File: config.mk
export PLATFORM = sky130hd
export DESIGN_NAME = fpu_cmd_issuer_flat
export DESIGN_NICKNAME = d
export VERILOG_FILES = /design/src/rtl/fpu_cmd_issuer_pkg.sv /design/src/rtl/fpu_cmd_issuer_if.sv /design/src/rtl/fpu_cmd_fifo.sv /design/src/rtl/fpu_cmd_issuer.sv /design/src/flat_wrapper.sv
export SDC_FILE = /design/constraint.sdc
export NUM_CORES = 1
export LEC_CHECK = 0
export CAP_MARGIN = 30
export CELL_PAD_IN_SITES_DETAIL_PLACEMENT = 0
export CELL_PAD_IN_SITES_GLOBAL_PLACEMENT = 1
export CORE_ASPECT_RATIO = 0.9
export CORE_UTILIZATION = 46
export CTS_BUF_LIST = sky130_fd_sc_hd__clkbuf_16
export DETAILED_ROUTE_END_ITERATION = 12
export GPL_ROUTABILITY_DRIVEN = 0
export PLACE_DENSITY_LB_ADDON = 0.1
export SLEW_MARGIN = 20
export SYNTH_ARGS = -nofsm -noshare
export SYNTH_HDL_FRONTEND = slang
export SYNTH_HIERARCHICAL = 1
export SYNTH_SLANG_ARGS = --single-unit
File: constraint.sdc
create_clock -name clk -period 7.3 [get_ports clk]
set_clock_uncertainty 0.1 [all_clocks]
set_input_delay 1.46 -clock clk [delete_from_list [all_inputs] [get_ports clk]]
set_output_delay 1.46 -clock clk [all_outputs]
set_load 0.02 [all_outputs]
File: src/rtl/fpu_cmd_issuer_pkg.sv
// Shared types and constants for the fpu_top command issuer:
// op codes, issuer FSM states and the buffered command payload.
package fpu_cmd_issuer_pkg;

  localparam int unsigned DATA_W = 32;
  localparam int unsigned OP_W   = 2;

  localparam logic [OP_W-1:0] OP_ADD = 2'd0;
  localparam logic [OP_W-1:0] OP_SUB = 2'd1;
  localparam logic [OP_W-1:0] OP_MUL = 2'd2;
  localparam logic [OP_W-1:0] OP_DIV = 2'd3;

  typedef enum logic [1:0] {
    IDLE  = 2'd0,
    ISSUE = 2'd1,
    WAIT  = 2'd2,
    RESP  = 2'd3
  } issuer_state_t;

  typedef struct packed {
    logic [DATA_W-1:0] din1;
    logic [DATA_W-1:0] din2;
    logic [OP_W-1:0]   op;
  } cmd_t;

endpackage

File: src/rtl/fpu_cmd_issuer_if.sv
// Upstream command, fpu_top request/result and upstream response signals.
// master is the issuer side, slave is the surrounding system.
interface fpu_cmd_issuer_if;
  import fpu_cmd_issuer_pkg::*;

  logic              cmd_valid;
  logic              cmd_ready;
  logic [DATA_W-1:0] cmd_din1;
  logic [DATA_W-1:0] cmd_din2;
  logic [OP_W-1:0]   cmd_op;

  logic [DATA_W-1:0] fpu_din1;
  logic [DATA_W-1:0] fpu_din2;
  logic [OP_W-1:0]   fpu_op_sel;
  logic              fpu_valid;
  logic [DATA_W-1:0] fpu_result;
  logic              fpu_ready;

  logic              rsp_valid;
  logic              rsp_ready;
  logic [DATA_W-1:0] rsp_result;
  logic [OP_W-1:0]   rsp_op;
  logic              rsp_timeout;
  logic              busy;

  modport master (
    input  cmd_valid,
    input  cmd_din1,
    input  cmd_din2,
    input  cmd_op,
    input  fpu_result,
    input  fpu_ready,
    input  rsp_ready,
    output cmd_ready,
    output fpu_din1,
    output fpu_din2,
    output fpu_op_sel,
    output fpu_valid,
    output rsp_valid,
    output rsp_result,
    output rsp_op,
    output rsp_timeout,
    output busy
  );

  modport slave (
    output cmd_valid,
    output cmd_din1,
    output cmd_din2,
    output cmd_op,
    output fpu_result,
    output fpu_ready,
    output rsp_ready,
    input  cmd_ready,
    input  fpu_din1,
    input  fpu_din2,
    input  fpu_op_sel,
    input  fpu_valid,
    input  rsp_valid,
    input  rsp_result,
    input  rsp_op,
    input  rsp_timeout,
    input  busy
  );

endinterface

File: src/rtl/fpu_cmd_fifo.sv
// Synchronous command FIFO with wrap-bit pointers; also exposes the
// next-cycle full/empty so the owner can register its status outputs.
module fpu_cmd_fifo
  import fpu_cmd_issuer_pkg::*;
#(
  parameter int unsigned DEPTH = 4
) (
  input  logic clk,
  input  logic reset,
  input  logic push,
  input  logic pop,
  input  cmd_t wdata,
  output cmd_t rdata_c,
  output logic empty_c,
  output logic full_nxt_c,
  output logic empty_nxt_c
);

  localparam int unsigned AW = $clog2(DEPTH);
  localparam int unsigned PW = AW + 1;

  cmd_t          mem [DEPTH];
  logic [PW-1:0] wr_ptr_q;
  logic [PW-1:0] rd_ptr_q;
  logic [PW-1:0] wr_ptr_nxt;
  logic [PW-1:0] rd_ptr_nxt;
  logic          full;
  logic          do_push;
  logic          do_pop;

  // Same index with opposite wrap bit means every slot is occupied.
  assign full    = (wr_ptr_q[AW] != rd_ptr_q[AW]) &&
                   (wr_ptr_q[AW-1:0] == rd_ptr_q[AW-1:0]);
  assign empty_c = (wr_ptr_q == rd_ptr_q);

  assign do_push = push & ~full;
  assign do_pop  = pop & ~empty_c;

  assign wr_ptr_nxt = wr_ptr_q + PW'(do_push);
  assign rd_ptr_nxt = rd_ptr_q + PW'(do_pop);

  assign full_nxt_c  = (wr_ptr_nxt[AW] != rd_ptr_nxt[AW]) &&
                       (wr_ptr_nxt[AW-1:0] == rd_ptr_nxt[AW-1:0]);
  assign empty_nxt_c = (wr_ptr_nxt == rd_ptr_nxt);

  assign rdata_c = mem[rd_ptr_q[AW-1:0]];

  always_ff @(posedge clk or posedge reset) begin
    if (reset) begin
      wr_ptr_q <= '0;
      rd_ptr_q <= '0;
    end else begin
      wr_ptr_q <= wr_ptr_nxt;
      rd_ptr_q <= rd_ptr_nxt;
    end
  end

  // Storage needs no reset: pointers alone define what is valid.
  always_ff @(posedge clk) begin
    if (do_push) begin
      mem[wr_ptr_q[AW-1:0]] <= wdata;
    end
  end

endmodule

File: src/rtl/fpu_cmd_issuer.sv
// Buffers upstream FPU commands and issues them one at a time to fpu_top,
// returning each result (or a timeout abort) over a valid/ready response port.
module fpu_cmd_issuer
  import fpu_cmd_issuer_pkg::*;
#(
  parameter int unsigned DEPTH   = 4,
  parameter int unsigned TIMEOUT = 64
) (
  input  logic              clk,
  input  logic              reset,
  fpu_cmd_issuer_if.master  bus
);

  localparam int unsigned TW = (TIMEOUT > 2) ? $clog2(TIMEOUT) : 1;

  issuer_state_t     state_q;
  issuer_state_t     state_d;

  logic              cmd_ready_q;
  logic              busy_q;
  logic [DATA_W-1:0] fpu_din1_q;
  logic [DATA_W-1:0] fpu_din2_q;
  logic [OP_W-1:0]   fpu_op_sel_q;
  logic              fpu_valid_q;
  logic              rsp_valid_q;
  logic [DATA_W-1:0] rsp_result_q;
  logic [OP_W-1:0]   rsp_op_q;
  logic              rsp_timeout_q;
  logic [TW-1:0]     timer_q;

  logic              fpu_valid_d;
  logic              rsp_valid_d;
  logic              load_cmd_c;
  logic              capture_c;
  logic              timer_expired_c;

  cmd_t              cmd_in;
  cmd_t              cmd_head_c;
  logic              fifo_push;
  logic              fifo_empty_c;
  logic              fifo_full_nxt_c;
  logic              fifo_empty_nxt_c;

  assign cmd_in.din1 = bus.cmd_din1;
  assign cmd_in.din2 = bus.cmd_din2;
  assign cmd_in.op   = bus.cmd_op;

  // cmd_ready is the registered !full, so a full FIFO refuses even on a pop cycle.
  assign fifo_push = bus.cmd_valid & cmd_ready_q;

  fpu_cmd_fifo #(
    .DEPTH (DEPTH)
  ) u_fifo (
    .clk         (clk),
    .reset       (reset),
    .push        (fifo_push),
    .pop         (load_cmd_c),
    .wdata       (cmd_in),
    .rdata_c     (cmd_head_c),
    .empty_c     (fifo_empty_c),
    .full_nxt_c  (fifo_full_nxt_c),
    .empty_nxt_c (fifo_empty_nxt_c)
  );

  assign timer_expired_c = (state_q == WAIT) && (timer_q == TW'(TIMEOUT - 1));

  // State register.
  always_ff @(posedge clk or posedge reset) begin
    if (reset) begin
      state_q <= IDLE;
    end else begin
      state_q <= state_d;
    end
  end

  // Next-state logic.
  always_comb begin
    state_d = state_q;
    case (state_q)
      IDLE:    if (!fifo_empty_c) state_d = ISSUE;
      ISSUE:   state_d = WAIT;
      WAIT:    if (bus.fpu_ready || timer_expired_c) state_d = RESP;
      RESP:    if (bus.rsp_ready) state_d = IDLE;
      default: state_d = IDLE;
    endcase
  end

  // Output/control decode; valids are computed from the next state so they register with it.
  always_comb begin
    fpu_valid_d = 1'b0;
    rsp_valid_d = 1'b0;
    load_cmd_c  = 1'b0;
    capture_c   = 1'b0;
    if (state_d == ISSUE) fpu_valid_d = 1'b1;
    if (state_d == RESP)  rsp_valid_d = 1'b1;
    if ((state_q == IDLE) && !fifo_empty_c) load_cmd_c = 1'b1;
    if ((state_q == WAIT) && (bus.fpu_ready || timer_expired_c)) capture_c = 1'b1;
  end

  always_ff @(posedge clk or posedge reset) begin
    if (reset) begin
      cmd_ready_q <= 1'b0;
      busy_q      <= 1'b0;
      fpu_valid_q <= 1'b0;
      rsp_valid_q <= 1'b0;
    end else begin
      cmd_ready_q <= ~fifo_full_nxt_c;
      busy_q      <= (state_d != IDLE) | ~fifo_empty_nxt_c;
      fpu_valid_q <= fpu_valid_d;
      rsp_valid_q <= rsp_valid_d;
    end
  end

  // Operand registers double as the fpu_top request bus and hold between issues.
  always_ff @(posedge clk or posedge reset) begin
    if (reset) begin
      fpu_din1_q   <= '0;
      fpu_din2_q   <= '0;
      fpu_op_sel_q <= '0;
    end else if (load_cmd_c) begin
      fpu_din1_q   <= cmd_head_c.din1;
      fpu_din2_q   <= cmd_head_c.din2;
      fpu_op_sel_q <= cmd_head_c.op;
    end
  end

  always_ff @(posedge clk or posedge reset) begin
    if (reset) begin
      timer_q <= '0;
    end else if (state_q == ISSUE) begin
      timer_q <= '0;
    end else if (state_q == WAIT) begin
      timer_q <= timer_q + TW'(1);
    end
  end

  // A ready on the final timer cycle still counts as a normal completion.
  always_ff @(posedge clk or posedge reset) begin
    if (reset) begin
      rsp_result_q  <= '0;
      rsp_op_q      <= '0;
      rsp_timeout_q <= 1'b0;
    end else if (capture_c) begin
      rsp_result_q  <= bus.fpu_ready ? bus.fpu_result : '0;
      rsp_op_q      <= fpu_op_sel_q;
      rsp_timeout_q <= ~bus.fpu_ready;
    end
  end

  assign bus.cmd_ready   = cmd_ready_q;
  assign bus.busy        = busy_q;
  assign bus.fpu_din1    = fpu_din1_q;
  assign bus.fpu_din2    = fpu_din2_q;
  assign bus.fpu_op_sel  = fpu_op_sel_q;
  assign bus.fpu_valid   = fpu_valid_q;
  assign bus.rsp_valid   = rsp_valid_q;
  assign bus.rsp_result  = rsp_result_q;
  assign bus.rsp_op      = rsp_op_q;
  assign bus.rsp_timeout = rsp_timeout_q;

endmodule

File: src/flat_wrapper.sv
// flat-port wrapper written by rule: the top's interface ports become plain ports
module fpu_cmd_issuer_flat import fpu_cmd_issuer_pkg::*;
#(
  parameter int unsigned DEPTH   = 4,
  parameter int unsigned TIMEOUT = 64
)
  (clk, reset, bus_cmd_valid, bus_cmd_din1, bus_cmd_din2, bus_cmd_op, bus_fpu_result, bus_fpu_ready, bus_rsp_ready, bus_cmd_ready, bus_fpu_din1, bus_fpu_din2, bus_fpu_op_sel, bus_fpu_valid, bus_rsp_valid, bus_rsp_result, bus_rsp_op, bus_rsp_timeout, bus_busy);
  fpu_cmd_issuer_if bus_i ();
  input  logic clk;
  input  logic reset;
  input wire logic [$bits(bus_i.cmd_valid)-1:0] bus_cmd_valid;
  input wire logic [$bits(bus_i.cmd_din1)-1:0] bus_cmd_din1;
  input wire logic [$bits(bus_i.cmd_din2)-1:0] bus_cmd_din2;
  input wire logic [$bits(bus_i.cmd_op)-1:0] bus_cmd_op;
  input wire logic [$bits(bus_i.fpu_result)-1:0] bus_fpu_result;
  input wire logic [$bits(bus_i.fpu_ready)-1:0] bus_fpu_ready;
  input wire logic [$bits(bus_i.rsp_ready)-1:0] bus_rsp_ready;
  output wire logic [$bits(bus_i.cmd_ready)-1:0] bus_cmd_ready;
  output wire logic [$bits(bus_i.fpu_din1)-1:0] bus_fpu_din1;
  output wire logic [$bits(bus_i.fpu_din2)-1:0] bus_fpu_din2;
  output wire logic [$bits(bus_i.fpu_op_sel)-1:0] bus_fpu_op_sel;
  output wire logic [$bits(bus_i.fpu_valid)-1:0] bus_fpu_valid;
  output wire logic [$bits(bus_i.rsp_valid)-1:0] bus_rsp_valid;
  output wire logic [$bits(bus_i.rsp_result)-1:0] bus_rsp_result;
  output wire logic [$bits(bus_i.rsp_op)-1:0] bus_rsp_op;
  output wire logic [$bits(bus_i.rsp_timeout)-1:0] bus_rsp_timeout;
  output wire logic [$bits(bus_i.busy)-1:0] bus_busy;
  assign bus_i.cmd_valid = bus_cmd_valid;
  assign bus_i.cmd_din1 = bus_cmd_din1;
  assign bus_i.cmd_din2 = bus_cmd_din2;
  assign bus_i.cmd_op = bus_cmd_op;
  assign bus_i.fpu_result = bus_fpu_result;
  assign bus_i.fpu_ready = bus_fpu_ready;
  assign bus_i.rsp_ready = bus_rsp_ready;
  assign bus_cmd_ready = bus_i.cmd_ready;
  assign bus_fpu_din1 = bus_i.fpu_din1;
  assign bus_fpu_din2 = bus_i.fpu_din2;
  assign bus_fpu_op_sel = bus_i.fpu_op_sel;
  assign bus_fpu_valid = bus_i.fpu_valid;
  assign bus_rsp_valid = bus_i.rsp_valid;
  assign bus_rsp_result = bus_i.rsp_result;
  assign bus_rsp_op = bus_i.rsp_op;
  assign bus_rsp_timeout = bus_i.rsp_timeout;
  assign bus_busy = bus_i.busy;
  fpu_cmd_issuer #(.DEPTH(DEPTH), .TIMEOUT(TIMEOUT)) u_core (.clk(clk), .reset(reset), .bus(bus_i));
endmodule
==> out/metrics.yaml, run 1 <==
status: "completed"
antenna_found_initial: 1
maxCapViolations: 0
critPathLaunchType: "primary input"
vias_per_cell: 5.199
max_stage_delay_ns: 0.83
finalCritPeriodShare_pct: 49.61
fin_crit_ns: 3.621
slew_headroom_pct: 37.94
yosysTopAreaCell: "edfxtp_1"
via_count: 7247
end_kind: "register"
slew_viol_final: 0
fin_ws_ns: 3.679
cp.arrival_ns: 3.65
synth_edf_count: 264
p_leak_nw: 6.582
final_nets: 1067
pwr_density_cell_nw_per_um2: 444.3
p_total_mw: 8.069
place_ws_ns: 3.131
async_reset_ff_share_pct: 31.07
grtUsageTotal_pct: 17.78
yosys_warnings: 6
syn_area_sq_um: 14400
htreeDepth: 2
postPlaceCellArea_sq_um: 16920
area_growth_pct: 26.14
holdWs_ns: 0.3824
numCtsBuffers: 39
netlist_instances: 725
synth_fp_nets: 837
synth_top_area_share_pct: 55.07
fin_area_sq_um: 18160
cts_resized: 0
cp.required_ns: 7.33
grt_first_pass_wirelength_mm: 43.26
worstSetupPathType: "primary input to register"
cts_tree: "yes"
syn_area_per_cell_sq_um: 19.86
synthFlopType: "edfxtp_1"
cts_buffer_depth: 3
drc: 0
crit_fanout: 59
io_pins: 208
seq_area_frac_synth_pct: 75.75
yosysMostFrequentCell: "edfxtp_1"
rsz0062_at_grt: "false"
firstDrtPassIters: 6
path_cells: "clkdlybuf4s50_1 -> and2_1 -> o31ai_2 -> nor3b_2 -> buf_4"
fillers: 2348
clock_latency_ns: 0.53
tns_ns: 0
wirelength_mm: 27.60
synth_seq_cells: 383
grt_max_degree: 67
tightest_slew_ns: 0.9308
port_buffers: 207
hold_viol: 0
layout-drive-gt1-share_pct: 19.31
cts_hold_buf: 0
die-area_sq_um: 32010
dpl.hpwl_mm: 17.01
stdcell_count: 1394
cts_setup_buffers: 0
grt_pass1_vias: 7758
cts_root_buffer: "clkbuf_16"
drtAntennaViolNets: 0
synth_cell_types: 44
hp-class: "register to register"
drt_iter0_markers: 447
grt-ovfl-total: 0
synth.cells.most_frequent: "264 x edfxtp_1, 119 x dfrtp_1, 69 x nand2_1, 65 x mux4_2, 39 x mux2_2"
rows: 61
start_util_pct: 46.69
clk_pin_slew_worst_paths_ns: 0.06
final_util_pct: 58.89
setup_viol: 0
die_height_um: 169.8
yosys-top-cells-area: "edfxtp_1 55%, dfrtp_1 21%, mux4_2 10%, mux2_2 3.1%, mux2_1 2.3%"
dp.cells: 1321
max_freq_ghz: 0.2761
wire_per_inst_um: 19.80
slowest_stage: "buf_4"
vdd_ir_drop_max_mv: 0.2308
die_w_um: 188.5
core_area_sq_um: 30830
cts_sinks: 383
==> cells by family (layout without fill, tap and decap cells) <==
| kind of cell | Yosys count | count (layout) | synth area share, % |
|---|---|---|---|
| DFF | 383 | 383 | 75.75 |
| muxes | 136 | 136 | 15.81 |
| and+or+nand+nor | 128 | 128 | 4.015 |
| buffers and inverters | 45 | 304 | 2.303 |
| AOI/OAI and AO/OA | 16 | 16 | 0.8517 |
| adders and majority gates | 9 | 9 | 0.7822 |
| xor gates and xnor gates | 8 | 8 | 0.4867 |
| other | 0 | 1 | 0 |
==> layer usage <==
layer  global-route usage, %  share of wire, %
met5                       0                 0
met4                   5.295               1.9
met3                   3.691               5.5
met2                   29.33                49
met1                   23.99                43
==> flip-flops by register name, summed over array words and instances (netlist names) <==
| signal | flops |
|---|---|
| u_core/u_fifo/mem | 264 |
| u_core/bus.cmd_ready | 1 |
| u_core/bus.fpu_din1 | 32 |
| u_core/u_fifo/wr_ptr_q | 3 |
| u_core/bus.busy | 1 |
| u_core/bus.fpu_valid | 1 |
| u_core/bus.rsp_valid | 1 |
| u_core/bus.rsp_op | 2 |
| u_core/state_q | 2 |
| u_core/bus.rsp_timeout | 1 |
| u_core/bus.rsp_result | 32 |
| u_core/bus.fpu_din2 | 32 |
| u_core/u_fifo/rd_ptr_q | 3 |
| u_core/timer_q | 6 |
| u_core/bus.fpu_op_sel | 2 |
==> worst max-delay path: cells and delay by family <==
family                 cells  cell delay, ns
AND/OR/NAND/NOR            2            0.71
AO/OA/AOI/OAI              1            0.14
buffers and inverters      2            1.30
==> final cells by class <==
| cell class | instances | area, sq um | share of cell area (%) |
|---|---|---|---|
| inverters | 12 | 47.55 | 0.2618 |
| repair buffers | 222 | 2300 | 12.66 |
| flip-flops and latches | 383 | 10910 | 60.09 |
| clock buffers | 39 | 975.9 | 5.374 |
| diodes | 1 | 2.502 | 0.01378 |
| well taps | 409 | 511.7 | 2.818 |
| clock inverters | 31 | 227.7 | 1.254 |
| multi-input cells | 297 | 3182 | 17.52 |
==> where the power goes <==
| group | leakage [nW] | internal [mW] | switching, mW | total (mW) |
|---|---|---|---|---|
| clock | 0.628 | 1.08 | 0.789 | 1.87 |
| combinational | 2.11 | 1.45 | 1.39 | 2.84 |
| sequential | 3.84 | 3.03 | 0.333 | 3.36 |
| total | 6.58 | 5.55 | 2.51 | 8.07 |
==> layout by cell type, fill, tap and decap left out, types with 18 or more instances in the layout <==
cell type,n
mux4_2,65
nand3_1,35
clkbuf_16,39
inv_1,18
mux2_1,29
mux2_2,39
dfrtp_1,117
clkdlybuf4s50_1,207
edfxtp_1,264
nand2_1,69
==> final timing paths <==
kind,start,to,slack (ns),depth (start not counted)
hold reg to reg,u_core/bus.fpu_din2[19],u_core/bus.fpu_din2[19],0.38,1
setup / recovery,bus_cmd_valid,u_core/u_fifo/mem[2][34],3.68,5
max in group asynchronous,reset,u_core/bus.fpu_din2[22],4.77,3
min in group asynchronous,reset,u_core/u_fifo/wr_ptr_q[1],1.21,2
hold / removal,u_core/bus.fpu_din2[19],u_core/bus.fpu_din2[19],0.38,1
setup reg to reg,u_core/u_fifo/rd_ptr_q[0],u_core/u_fifo/mem[2][34],4.13,4
No activity file was read; power rests on OpenSTA's default activity.
==> inputs of run 2 (changes only) <==
--- a/config.mk
+++ b/config.mk
@@ -9,7 +9,7 @@
 export CELL_PAD_IN_SITES_DETAIL_PLACEMENT = 0
 export CELL_PAD_IN_SITES_GLOBAL_PLACEMENT = 1
 export CORE_ASPECT_RATIO = 0.9
-export CORE_UTILIZATION = 46
+export CORE_UTILIZATION = 42
 export CTS_BUF_LIST = sky130_fd_sc_hd__clkbuf_16
 export DETAILED_ROUTE_END_ITERATION = 12
 export GPL_ROUTABILITY_DRIVEN = 0
==> constraint.sdc (replaced) <==
create_clock -name clk -period 3.3 [get_ports clk]
set_clock_uncertainty 0.1 [all_clocks]
set_input_delay 0.66 -clock clk [delete_from_list [all_inputs] [get_ports clk]]
set_output_delay 0.66 -clock clk [all_outputs]
set_load 0.02 [all_outputs]
==> run 2 against run 1 <==
Effect of this change:
- utilization is 3.8 points lower
- via count is 0.62% higher
- non-clock buffer count is 4 higher
- sequential power is 120% higher
- critical path type is now register to register
- final cell count is 3.8% higher
- global-route usage is 0.48 points lower
- wire length is 7.2% higher
- combinational power is 130% higher
- register-to-register slack worse by 3.7 ns
- power is 130% higher
- sequential cell count stayed put
==> out/metrics.yaml, run 2 (synthesis results as in run 1) <==
antenna_found_initial: 3
clock_latency_ns: 0.52
clk_pin_slew_worst_paths_ns: 0.06
path_cells: "xor2_1 -> o31ai_2 -> inv_2 -> ha_1 -> ha_1 -> xor2_1 -> xor2_1 -> nor2b_1 -> nand3_1"
finalCritPeriodShare_pct: 87.58
via_count: 7292
cts_setup_buffers: 0
end_kind: "register"
p_total_mw: 18.31
grt_max_degree: 56
area_growth_pct: 27.72
slew_viol_final: 0
cp.arrival_ns: 3.18
slowest_stage: "o31ai_2"
io_pins: 208
largest_reg_flops: 264
dpl.hpwl_mm: 18.31
tns_ns: 0
wirelength_mm: 29.60
worst_path_most_repeated_cell: "xor2_1"
die-area_sq_um: 35020
rsz0062_at_grt: "false"
cts_sinks: 383
firstDrtPassIters: 4
wire_per_inst_um: 20.45
grt-ovfl-total: 0
drt_iter0_markers: 367
start_util_pct: 43.18
layout-drive-gt1-share_pct: 19.90
grt_first_pass_wirelength_mm: 45.62
mostFrequentLayoutCells: "264 x edfxtp_1, 207 x clkdlybuf4s50_1, 117 x dfrtp_1"
hold_viol: 0
fin_crit_ns: 2.890
rows: 63
max_stage_delay_ns: 0.67
pwr_density_cell_nw_per_um2: 995.9
cts_tree: "yes"
grt_pass1_vias: 7871
cts_resized: 0
vias_per_cell: 5.039
vdd_ir_drop_max_mv: 0.4759
holdWs_ns: 0.3829
place_ws_ns: 0.3858
maxCapViolations: 0
layout_commonest_cell: "edfxtp_1"
die_w_um: 197.2
p_leak_nw: 6.643
cts_buffer_depth: 3
port_buffers: 207
grtUsageTotal_pct: 17.31
crit_fanout: 12
fin_ws_ns: 0.4098
cts_root_buffer: "clkbuf_16"
hp-class: "register to register"
cts_hold_buf: 0
drtAntennaViolNets: 0
tightest_slew_ns: 0.7379
cp.required_ns: 3.59
core_area_sq_um: 33340
drc: 0
max_freq_ghz: 0.3460
setup_viol: 0
dp.cells: 1373
die_height_um: 177.6
worstSetupPathType: "register to register"
critPathLaunchType: "register"
numCtsBuffers: 39
htreeDepth: 2
status: "completed"
final_nets: 1071
slew_headroom_pct: 50.51
stdcell_count: 1447
run 2: worst paths after layout:
check | cells past startpoint | endpoint | slack, ns | from
max | 9 | u_core/bus.busy | 0.41 | u_core/u_fifo/rd_ptr_q[0]
min | 1 | u_core/bus.fpu_din2[19] | 0.38 | u_core/bus.fpu_din2[19]
max reg2reg | 9 | u_core/bus.busy | 0.41 | u_core/u_fifo/rd_ptr_q[0]
min reg2reg | 1 | u_core/bus.fpu_din2[19] | 0.38 | u_core/bus.fpu_din2[19]
max in group asynchronous | 3 | u_core/timer_q[4] | 1.90 | reset
min in group asynchronous | 2 | u_core/u_fifo/rd_ptr_q[2] | 0.39 | reset
run 2: area by class of cell:
type	count	area (sq um)
repair buffers	226	2335
inverters	12	48.80
clock buffers	40	1001
fillers	2583	14960
flip-flops and latches	383	10910
diodes	2	5.005
well taps	455	569.3
clock inverters	32	314.1
multi-input cells	297	3201
run 2: per-layer routing:
metal / up-vias / GRT usage [%] / wire, um
met3: 48 / 3.858 / 1591
met2: 192 / 28.87 / 14620
met1: 3770 / 22.96 / 12820
li1: 3280 / - / -
met5: - / 0 / 12
met4: 2 / 4.748 / 551
run 2: power breakdown:
part / switching (mW) / internal [mW] / total, mW
Sequential: 0.657 / 6.70 / 7.35
Clock: 1.77 / 2.68 / 4.46
Combinational: 3.26 / 3.24 / 6.50
Total: 5.69 / 12.6 / 18.3
run 2: worst max-delay path: cells and delay by family (launching register included):
family / cells / cell delay (ns)
AND/OR/NAND/NOR: 2 / 0.23
adder cells (fa/ha/maj): 2 / 0.43
XOR/XNOR: 3 / 0.66
flip-flops: 1 / 0.59
AO/OA/AOI/OAI: 1 / 0.67
buffers and inverters: 1 / 0.09
run 2: through the flow:
stage	instance area, sq um	utilization (%)
floorplan	14430	-
global placement	17020	51.04
detailed placement	17070	51.18
CTS	18380	55.13
global route	18380	55.13
finish	18390	55.14
